$ cat src/rtl/ascon_inv_permutation.sv
// Iterative Ascon inverse permutation: undoes the last a rounds of p^a,
// ROUNDS_PER_CYCLE inverse rounds per clock, with a valid/ready job handshake.
module ascon_inv_permutation #(
  parameter int unsigned ROUNDS_PER_CYCLE = 1
) (
  input  logic        clk_i,
  input  logic        rst_ni,
  input  logic        in_valid_i,
  output logic        in_ready_o,
  input  logic [3:0]  rounds_i,
  input  logic [63:0] x0_i,
  input  logic [63:0] x1_i,
  input  logic [63:0] x2_i,
  input  logic [63:0] x3_i,
  input  logic [63:0] x4_i,
  input  logic        abort_i,
  output logic        out_valid_o,
  input  logic        out_ready_i,
  output logic        err_o,
  output logic [63:0] x0_o,
  output logic [63:0] x1_o,
  output logic [63:0] x2_o,
  output logic [63:0] x3_o,
  output logic [63:0] x4_o
);

  localparam int unsigned WORD_W  = 64;
  localparam int unsigned NWORDS  = 5;
  localparam int unsigned RND_W   = 4;
  localparam logic [RND_W-1:0] RPC = RND_W'(ROUNDS_PER_CYCLE);

  if (ROUNDS_PER_CYCLE != 1 && ROUNDS_PER_CYCLE != 2) begin : g_rpc_check
    $error("ROUNDS_PER_CYCLE must be 1 or 2");
  end

  typedef logic [NWORDS-1:0][WORD_W-1:0] state_t;
  typedef enum logic [1:0] {IDLE, RUN, HOLD} fsm_e;

  // Forward 5-bit S-box on one column, x0 in the MSB.
  function automatic logic [4:0] sbox_fwd(input logic [4:0] v);
    logic a0, a1, a2, a3, a4;
    logic t0, t1, t2, t3, t4;
    a0 = v[4]; a1 = v[3]; a2 = v[2]; a3 = v[1]; a4 = v[0];
    a0 ^= a4; a4 ^= a3; a2 ^= a1;
    t0 = ~a0 & a1; t1 = ~a1 & a2; t2 = ~a2 & a3; t3 = ~a3 & a4; t4 = ~a4 & a0;
    a0 ^= t1; a1 ^= t2; a2 ^= t3; a3 ^= t4; a4 ^= t0;
    a1 ^= a0; a0 ^= a4; a3 ^= a2; a2 = ~a2;
    return {a0, a1, a2, a3, a4};
  endfunction

  // Inverse S-box table built at elaboration by inverting the forward map.
  function automatic logic [159:0] inv_lut();
    logic [159:0] lut;
    lut = '0;
    for (int unsigned i = 0; i < 32; i++) begin
      lut[5*32'(sbox_fwd(5'(i))) +: 5] = 5'(i);
    end
    return lut;
  endfunction

  localparam logic [159:0] INV_SBOX = inv_lut();

  function automatic logic [WORD_W-1:0] rotr(input logic [WORD_W-1:0] y,
                                             input int unsigned n);
    int unsigned m;
    m = n % WORD_W;
    return (y >> m) | (y << ((WORD_W - m) % WORD_W));
  endfunction

  // L = 1 + R^a + R^b satisfies L^64 = 1, so L^-1 = L^63 = prod L^(2^i), i=0..5.
  function automatic logic [WORD_W-1:0] lin_inv(input logic [WORD_W-1:0] y,
                                                input int unsigned a,
                                                input int unsigned b);
    logic [WORD_W-1:0] z;
    z = y;
    for (int unsigned i = 0; i < 6; i++) begin
      z = z ^ rotr(z, a << i) ^ rotr(z, b << i);
    end
    return z;
  endfunction

  function automatic state_t inv_round(input state_t s, input logic [RND_W-1:0] r);
    state_t     t;
    logic [4:0] v;
    logic [4:0] u;
    t[0] = lin_inv(s[0], 19, 28);
    t[1] = lin_inv(s[1], 61, 39);
    t[2] = lin_inv(s[2], 1, 6);
    t[3] = lin_inv(s[3], 10, 17);
    t[4] = lin_inv(s[4], 7, 41);
    for (int unsigned j = 0; j < WORD_W; j++) begin
      v = {t[0][j], t[1][j], t[2][j], t[3][j], t[4][j]};
      u = INV_SBOX[5*32'(v) +: 5];
      t[0][j] = u[4]; t[1][j] = u[3]; t[2][j] = u[2]; t[3][j] = u[1]; t[4][j] = u[0];
    end
    t[2][7:0] = t[2][7:0] ^ {4'hF - r, r};
    return t;
  endfunction

  fsm_e             state, state_d;
  state_t           data, data_d, run_next;
  logic [RND_W-1:0] rnd, rnd_d, rem, rem_d;
  logic             err, err_d;
  logic             in_ready_d, out_valid_d;
  logic             legal;

  // Datapath for one RUN cycle: rounds r, r-1, ...
  always_comb begin
    run_next = data;
    for (int unsigned k = 0; k < ROUNDS_PER_CYCLE; k++) begin
      run_next = inv_round(run_next, rnd - RND_W'(k));
    end
  end

  assign legal = (rounds_i == 4'd6 || rounds_i == 4'd8 || rounds_i == 4'd12) &&
                 ((rounds_i % RPC) == 4'd0);

  always_comb begin
    state_d = state;
    data_d  = data;
    rnd_d   = rnd;
    rem_d   = rem;
    err_d   = err;
    case (state)
      IDLE: begin
        if (in_valid_i && !abort_i) begin
          data_d = {x4_i, x3_i, x2_i, x1_i, x0_i};
          err_d  = !legal;
          if (legal) begin
            rnd_d   = 4'd11;
            rem_d   = rounds_i;
            state_d = RUN;
          end else begin
            state_d = HOLD;
          end
        end
      end
      RUN: begin
        if (abort_i) begin
          state_d = IDLE;
          err_d   = 1'b0;
        end else begin
          data_d = run_next;
          rnd_d  = (rnd >= RPC) ? rnd - RPC : '0;
          rem_d  = rem - RPC;
          if (rem == RPC) state_d = HOLD;
        end
      end
      HOLD: begin
        if (abort_i || (out_valid_o && out_ready_i)) begin
          state_d = IDLE;
          err_d   = 1'b0;
        end
      end
      default: state_d = IDLE;
    endcase
    in_ready_d  = (state_d == IDLE);
    // Valid trails entry into HOLD by one cycle and drops on handshake or abort.
    out_valid_d = (state == HOLD) && (state_d == HOLD);
  end

  always_ff @(posedge clk_i or negedge rst_ni) begin
    if (!rst_ni) begin
      state       <= IDLE;
      data        <= '0;
      rnd         <= '0;
      rem         <= '0;
      err         <= 1'b0;
      in_ready_o  <= 1'b1;
      out_valid_o <= 1'b0;
    end else begin
      state       <= state_d;
      data        <= data_d;
      rnd         <= rnd_d;
      rem         <= rem_d;
      err         <= err_d;
      in_ready_o  <= in_ready_d;
      out_valid_o <= out_valid_d;
    end
  end

  assign err_o = err;
  assign x0_o  = data[0];
  assign x1_o  = data[1];
  assign x2_o  = data[2];
  assign x3_o  = data[3];
  assign x4_o  = data[4];

endmodule
$ cat config.mk
export PLATFORM = sky130hd
export DESIGN_NAME = ascon_inv_permutation
export DESIGN_NICKNAME = d
export VERILOG_FILES = /design/src/rtl/ascon_inv_permutation.sv
export SDC_FILE = /design/constraint.sdc
export NUM_CORES = 2
export LEC_CHECK = 0
export BUFFER_PORTS_ARGS = -buffer_cell sky130_fd_sc_hd__buf_4
export CAP_MARGIN = 15
export CORE_ASPECT_RATIO = 1.2
export CORE_MARGIN = 3
export CORE_UTILIZATION = 40
export DETAILED_ROUTE_END_ITERATION = 10
export PLACE_DENSITY = 0.68
export SLEW_MARGIN = 5
export SYNTH_ARGS = -nofsm -noshare
export SYNTH_HDL_FRONTEND = slang
export SYNTH_SLANG_ARGS = --single-unit
$ cat constraint.sdc
create_clock -name clk_i -period 4.7 [get_ports clk_i]
set_input_delay 0.47 -clock clk_i [delete_from_list [all_inputs] [get_ports clk_i]]
set_output_delay 0.47 -clock clk_i [all_outputs]
set_load 0.02 [all_outputs]
-- Yosys cells after proc, flatten, opt, wreduce, memory -nomap -nowiden
Cells that the tools add are included.
W data, S select, Z words.
- flip-flop bits (word level): 333
- input port bits: 329
- output and inout port bits: 323
- logic and storage cells: 311
- add/sub/neg operators: 3
- multipliers: 64
- magnitude comparators: 1
- equal/unequal tests: 12
- shift-type cells: 64
- muxes and demuxes: 22
- bitwise logic cells: 119
- reduce and logical (&&, ||, !) cells: 15
- operators with widths (kind ; count):
    $shiftx A160 B9 Y5 const A ; 64
    $xor A64 B64 Y64 ; 60
    $mux W320 ; 2
    $pmux W320 S2 ; 1
    $mul A3 B5 Y8 const A ; 64
    $or A32 B64 Y64 ; 8
    $or A16 B64 Y64 ; 5
    $or A48 B64 Y64 ; 5
    $or A64 B64 Y64 ; 4
    $or A36 B64 Y64 ; 3
    $or A56 B64 Y64 ; 3
    $or A8 B64 Y64 ; 3
    $or A24 B64 Y64 ; 2
    $or A40 B64 Y64 ; 2
    $or A50 B64 Y64 ; 2
    $or A52 B64 Y64 ; 2
    $or A60 B64 Y64 ; 2
    $or A12 B64 Y64 ; 1
    $or A23 B64 Y64 ; 1
    $or A25 B64 Y64 ; 1
    $or A26 B64 Y64 ; 1
    $or A28 B64 Y64 ; 1
    $or A3 B64 Y64 ; 1
    $or A30 B64 Y64 ; 1
    34 further kinds ; 61

-- Logic depth before layout (Yosys ltp)
- word-level depth: 23
- depth in mapped cells: 18

-- Worst setup path after synthesis
No wires, ideal clock.
- kind: register to register
- from: register data (netlist bit x4_o[49])
- to: register data (netlist bit x2_o[36])
- data arrival time: 4.592 ns
- setup slack: -0.022 ns
- cell stages (with the launch flop): 16
- buffers on the path: 1
- period minus slack after synthesis: 4.722 ns
- cell sequence: dfrtp_1 > buf_2 > xnor3_2 > xor3_1 > xnor3_1 > xnor3_1 > xnor3_1 > xnor2_1 > inv_1 > ha_1 > inv_1 > mux2i_1 > mux2_2 > a22o_1 > mux2i_1 > o21ai_1
- cells in the longest elaborated chain, start to end: 20
- elaborated cells on any way between the ends: 27
- RTL lines (item ; line ; source):
    start: declaration ; 101 ; state_t data, data_d, run_next;
    start signal: assignment ; 173 ; data <= data_d;
    $or A57 B64 Y64 / $or A23 B64 Y64 (equally long branches) ; 67 ; return (y >> m) | (y << ((WORD_W - m) % WORD_W));
    $xor A64 B64 Y64 ; 77 ; z = z ^ rotr(z, a << i) ^ rotr(z, b << i);
    $xor A64 B64 Y64 * ; 77 ;
    $or A46 B64 Y64 / $xor A64 B64 Y64 (equally long branches) ; 67, 77 ;
    $xor A64 B64 Y64 * ; 77 ;
    $or A36 B64 Y64 / $xor A64 B64 Y64 (equally long branches) ; 67, 77 ;
    $xor A64 B64 Y64 ; 77 ;
    $xor A64 B64 Y64 * ; 77 ;
    [... 4 more ...] ; -- ;
    $xor A64 B64 Y64 * ; 77 ;
    $or A32 B64 Y64 ; 67 ;
    $xor A64 B64 Y64 ; 77 ;
    $xor A64 B64 Y64 * ; 77 ;
    $mul A3 B5 Y8 * ; 93 ; u = INV_SBOX[5*32'(v) +: 5];
    $shiftx A160 B9 Y5 * ; 93 ;
    $mux W320 * ; 139 ; if (abort_i) begin
    $pmux W320 S2 * ; 124 ; case (state)
Mark *: on every way between the ends. The rest lies on a longest branch, timed or not. The select of a mux whose other input is x is not followed.
A chain may end at the register's enable or synchronous reset.

-- Worst setup path after layout
- from: register data (netlist bit x4_o[33])
- to: register data (netlist bit x4_o[26])
- cells in the longest elaborated chain, start to end: 19
- elaborated cells on any way between the ends: 27
- RTL lines (item ; line):
    $or A23 B64 Y64 ; 67
    $xor A64 B64 Y64 * ; 77
    $or A50 B64 Y64 ; 67
    $xor A64 B64 Y64 ; 77
    $xor A64 B64 Y64 * ; 77
    $xor A64 B64 Y64 ; 77
    $xor A64 B64 Y64 * ; 77
    $xor A64 B64 Y64 ; 77
    [... 3 more ...] ; --
    $xor A64 B64 Y64 * ; 77
    $or A32 B64 Y64 ; 67
    $xor A64 B64 Y64 ; 77
    $xor A64 B64 Y64 * ; 77
    $mul A3 B5 Y8 * ; 93
    $shiftx A160 B9 Y5 * ; 93
    $mux W320 * ; 139
    $pmux W320 S2 * ; 124
Marks and branches as above.

==> summary by stage <==
Synthesis
The fraction of registers with async set/reset is 1.00. Of the post-synthesis cell area, the dominant cell type holds 0.191. Yosys instantiated no cell more often than sky130_fd_sc_hd__xnor2_1. The commonest cells after synthesis are sky130_fd_sc_hd__xnor2_1, sky130_fd_sc_hd__xnor3_1, sky130_fd_sc_hd__nand2_1. Of the synthesized area, sequential elements account for 0.115.

The mean cell area of the mapped netlist is 9.73 um^2. The post-synthesis net count is 8,257. After technology mapping, the gate count stands at 7,479. The count of distinct cell types in the synthesized netlist is 86. The top cell type by total area after synthesis is sky130_fd_sc_hd__xnor3_1. The commonest register cell after synthesis is sky130_fd_sc_hd__dfrtp_1.

After synthesis, the cell types taking the most area are sky130_fd_sc_hd__xnor3_1, sky130_fd_sc_hd__xnor2_1, sky130_fd_sc_hd__dfrtp_1. The number of enable-type register cells in the synthesized netlist is 0. After synthesis the cells add up to 72,800 um^2.

The number of warnings reported in the yosys synthesis log is 0. The number of synthesized register bits is 333.

Placement
At the end of routability-driven placement, the weighted congestion stood at 1.10. Buffers placed on the I/O ports in this run total 651. The number of cells after detailed placement is 11,984.

The placed instance area is 94,600 um^2. The HPWL after detailed placement is 318,000 um.

Worst setup path
The most frequent cell on the critical path is sky130_fd_sc_hd__buf_4. The critical path launch point type is a flip-flop. The worst setup path is captured at a flip-flop.

The delay contributed by the slowest stage of the critical path is 0.51 ns. The worst setup path is of the reg2reg kind. Of all nets on the critical path, the largest fanout is 9. The worst path arrival time is 5.32 ns. The required time at the worst-slack endpoint is 5.29 ns. The cell with the biggest individual delay on the critical path is sky130_fd_sc_hd__xor3_2. The register-to-register setup slack is -0.03 ns. The signal on the critical path passes through buf_4 -> xor3_2 -> xor3_1 -> xnor3_1 -> xor2_1 -> xnor3_2 -> xor2_2 -> buf_6 -> inv_1 -> ha_1 -> nor2b_1 -> a211o_1 -> a31oi_1 -> buf_4 -> mux2i_1 -> o21ai_0.

Global routing
In the global route stage, overall resource usage came out at 0.384. Global routing finished with a remaining overflow of 0. The number of antenna violations at the first check in global routing is 24. The global-route wire length before repair is 506,000 um. The largest net degree at the start of global routing is 125.

The number of global-route vias before repair is 65,092.

Cells and area
The count of cells in the finished layout, fillers not included, comes to 12,141. The layout net count is 10,465. The area growth from synthesis to layout is 35.8%. The share of post-route cells with drive strength above 1 is 0.350. The post-route cell area is 98,800 um^2. Once layout is complete, the utilization of the core stands at 0.550.

STA
Derived from the worst setup path, the maximum achievable clock frequency is 211 MHz. The number of failing hold endpoints at the final stage was 0. The number of max-slew violations in the final report was 0. The max-slew headroom at the worst pin is 0.179. Setup repair after global routing could not meet its margin everywhere. On the final layout, the worst clock skew is 0.0316 ns. The share of the cycle needed by the critical path after routing is 1.01. The final number of setup-violating endpoints is 3. The transition time at the pin with the least slew margin is 1.23 ns. The final-layout setup total negative slack is -0.0395 ns.

The minimum clock period after layout is 4.73 ns. The worst setup slack after layout is -0.0304 ns.

Job
The max-capacitance violation count is 0.

Clocking
The CTS H-tree depth is 2. The cell at the root of the clock tree is sky130_fd_sc_hd__clkbuf_16. After clock tree synthesis, the clock-pin slew on the worst setup and hold paths is 0.07 ns.

The TritonCTS buffer count is 50. The clock net in this run drives a total of 333 sinks. The later-pin clock latency in the skew report is 0.70 ns. The number of buffers on the longest clock path is 3. TritonCTS built the clock tree.

Detailed routing
The total wire length is 376,000 um. The count of antenna-violating nets left after detailed routing is 0. Using the TritonRoute via totals, the vias-per-cell ratio works out to 5.68. In the final routed layout, each cell accounts on average for 30.9 um. Summing over every cut layer, the via total after detailed routing is 68,958. The remaining design rule violation count is 0. The detailed-routing iteration count for the pre-antenna-repair pass is 9. The starting DRC count in detailed routing is 7,984.

Die
The die covers 187,000 um^2. 652 I/O pins were placed. The cell row count is 170. The die is 473 um tall. Measured along the x axis, the die boundary spans 395 um. The total core area is 180,000 um^2.

For this configuration, the core starts out at a cell density of 0.405.

Outcome
The run finished, with violations left. The final reports fail on setup timing.

Min path
The tightest min-delay check is of the in2reg type.
kinds of logic (layout without fill, tap and decap cells):
| family | after synthesis | in the layout | share of synthesized area |
|---|---|---|---|
| AOI/OAI and AO/OA | 1485 | 1485 | 0.125 |
| and+or+nand+nor | 1447 | 1447 | 0.0864 |
| muxes | 494 | 494 | 0.0788 |
| xor gates and xnor gates | 2519 | 2519 | 0.476 |
| DFF | 333 | 333 | 0.115 |
| adders and majority gates | 449 | 449 | 0.0772 |
| buffers and inverters | 752 | 3000 | 0.0421 |
| other | 0 | 6 | 0 |
stage by stage:
stage / setup slack (ns) / hold WS, ns
2_1_floorplan: 0.0445 / 0.174
3_3_place_gp: -0.650 / 0.492
3_5_place_dp: -0.643 / 0.496
4_1_cts: -0.0258 / 0.0199
5_1_grt: -0.142 / 0.0578
6_report: -0.0304 / 0.0529
flip-flops by register name, indices dropped and copies added (netlist names):
name and cells:
state 2, out_valid_o 1, rnd 4, x2_o 64, in_ready_o 1, x0_o 64
rem 4, x4_o 64, x3_o 64, x1_o 64, err_o 1
layer usage:
metal  share of wire  track usage  vias to the layer above
li1                -            -                    30242
met1            0.37        0.477                    33838
met2            0.42        0.575                     4012
met3            0.11       0.0992                      852
met4           0.095        0.282                       14
met5         0.00022            0                        -
path summary, 6_finish.rpt:
path	start	end	depth (start not counted)
min in group asynchronous	rst_ni	x3_o[33]	2
max	x4_o[33]	x4_o[26]	16
max reg2reg	x4_o[33]	x4_o[26]	16
min reg2reg	err_o	err_o	2
max in group asynchronous	rst_ni	x4_o[3]	3
min	x0_i[44]	x0_o[44]	3
repair_timing:
item	in CTS	in global routing
setup buffers	5	53
pin swaps	8	87
endpoints found under the hold margin	58	0
endpoints found under the setup margin	108	196
hold buffers	1	0
resized for setup	108	370
area by class of cell:
class,instances,area [um^2]
Fill cell,15792,80900
Multi-Input combinational cell,6394,63400
Timing Repair Buffer,2596,21100
Sequential cell,333,8420
Tap cell,2408,3010
Clock buffer,65,1390
Inverter,312,1180
Clock inverter,27,369
Antenna cell,6,15.0
critical path, delay by kind of cell, from the launching register on:
kind / cells / cell delay (ns)
adder cells (fa/ha/maj): 1 / 0.22
AO/OA/AOI/OAI: 3 / 0.66
flip-flops: 1 / 0.42
XOR/XNOR: 6 / 2.34
multiplexers: 1 / 0.19
AND/OR/NAND/NOR: 1 / 0.13
buffers and inverters: 4 / 0.63
cell usage in the layout (no fill, tap or decap), types with 32 or more instances in the layout:
| master | instances |
|---|---|
| sky130_fd_sc_hd__o21ai_1 | 93 |
| sky130_fd_sc_hd__a31oi_1 | 55 |
| sky130_fd_sc_hd__ha_1 | 442 |
| sky130_fd_sc_hd__mux2_2 | 35 |
| sky130_fd_sc_hd__o21ai_0 | 391 |
| sky130_fd_sc_hd__nand2b_1 | 67 |
| sky130_fd_sc_hd__xor2_1 | 425 |
| sky130_fd_sc_hd__xnor2_2 | 164 |
| sky130_fd_sc_hd__dfrtp_2 | 69 |
| sky130_fd_sc_hd__xnor2_1 | 1005 |
| sky130_fd_sc_hd__o211ai_1 | 87 |
| sky130_fd_sc_hd__a21o_1 | 46 |
| sky130_fd_sc_hd__xnor3_2 | 137 |
| sky130_fd_sc_hd__xnor3_1 | 502 |
| sky130_fd_sc_hd__inv_1 | 278 |
| sky130_fd_sc_hd__nor2_1 | 464 |
| sky130_fd_sc_hd__o22ai_1 | 32 |
| sky130_fd_sc_hd__buf_12 | 123 |
| sky130_fd_sc_hd__a211oi_1 | 93 |
| sky130_fd_sc_hd__mux2i_1 | 388 |
| sky130_fd_sc_hd__nand2_1 | 588 |
| sky130_fd_sc_hd__and3_1 | 33 |
| sky130_fd_sc_hd__dfrtp_1 | 263 |
| sky130_fd_sc_hd__clkbuf_16 | 50 |
| sky130_fd_sc_hd__nor3_1 | 73 |
| sky130_fd_sc_hd__nand3_1 | 57 |
| sky130_fd_sc_hd__a21oi_1 | 392 |
| sky130_fd_sc_hd__buf_4 | 2458 |
| sky130_fd_sc_hd__xor2_2 | 60 |
| sky130_fd_sc_hd__xor3_2 | 37 |
| sky130_fd_sc_hd__mux4_2 | 59 |
| sky130_fd_sc_hd__xor3_1 | 145 |
| sky130_fd_sc_hd__nor2b_1 | 46 |
Power is left out: the tool's default activity adds up to more than one toggle a clock period on the data nets, which glitch-free logic cannot reach.
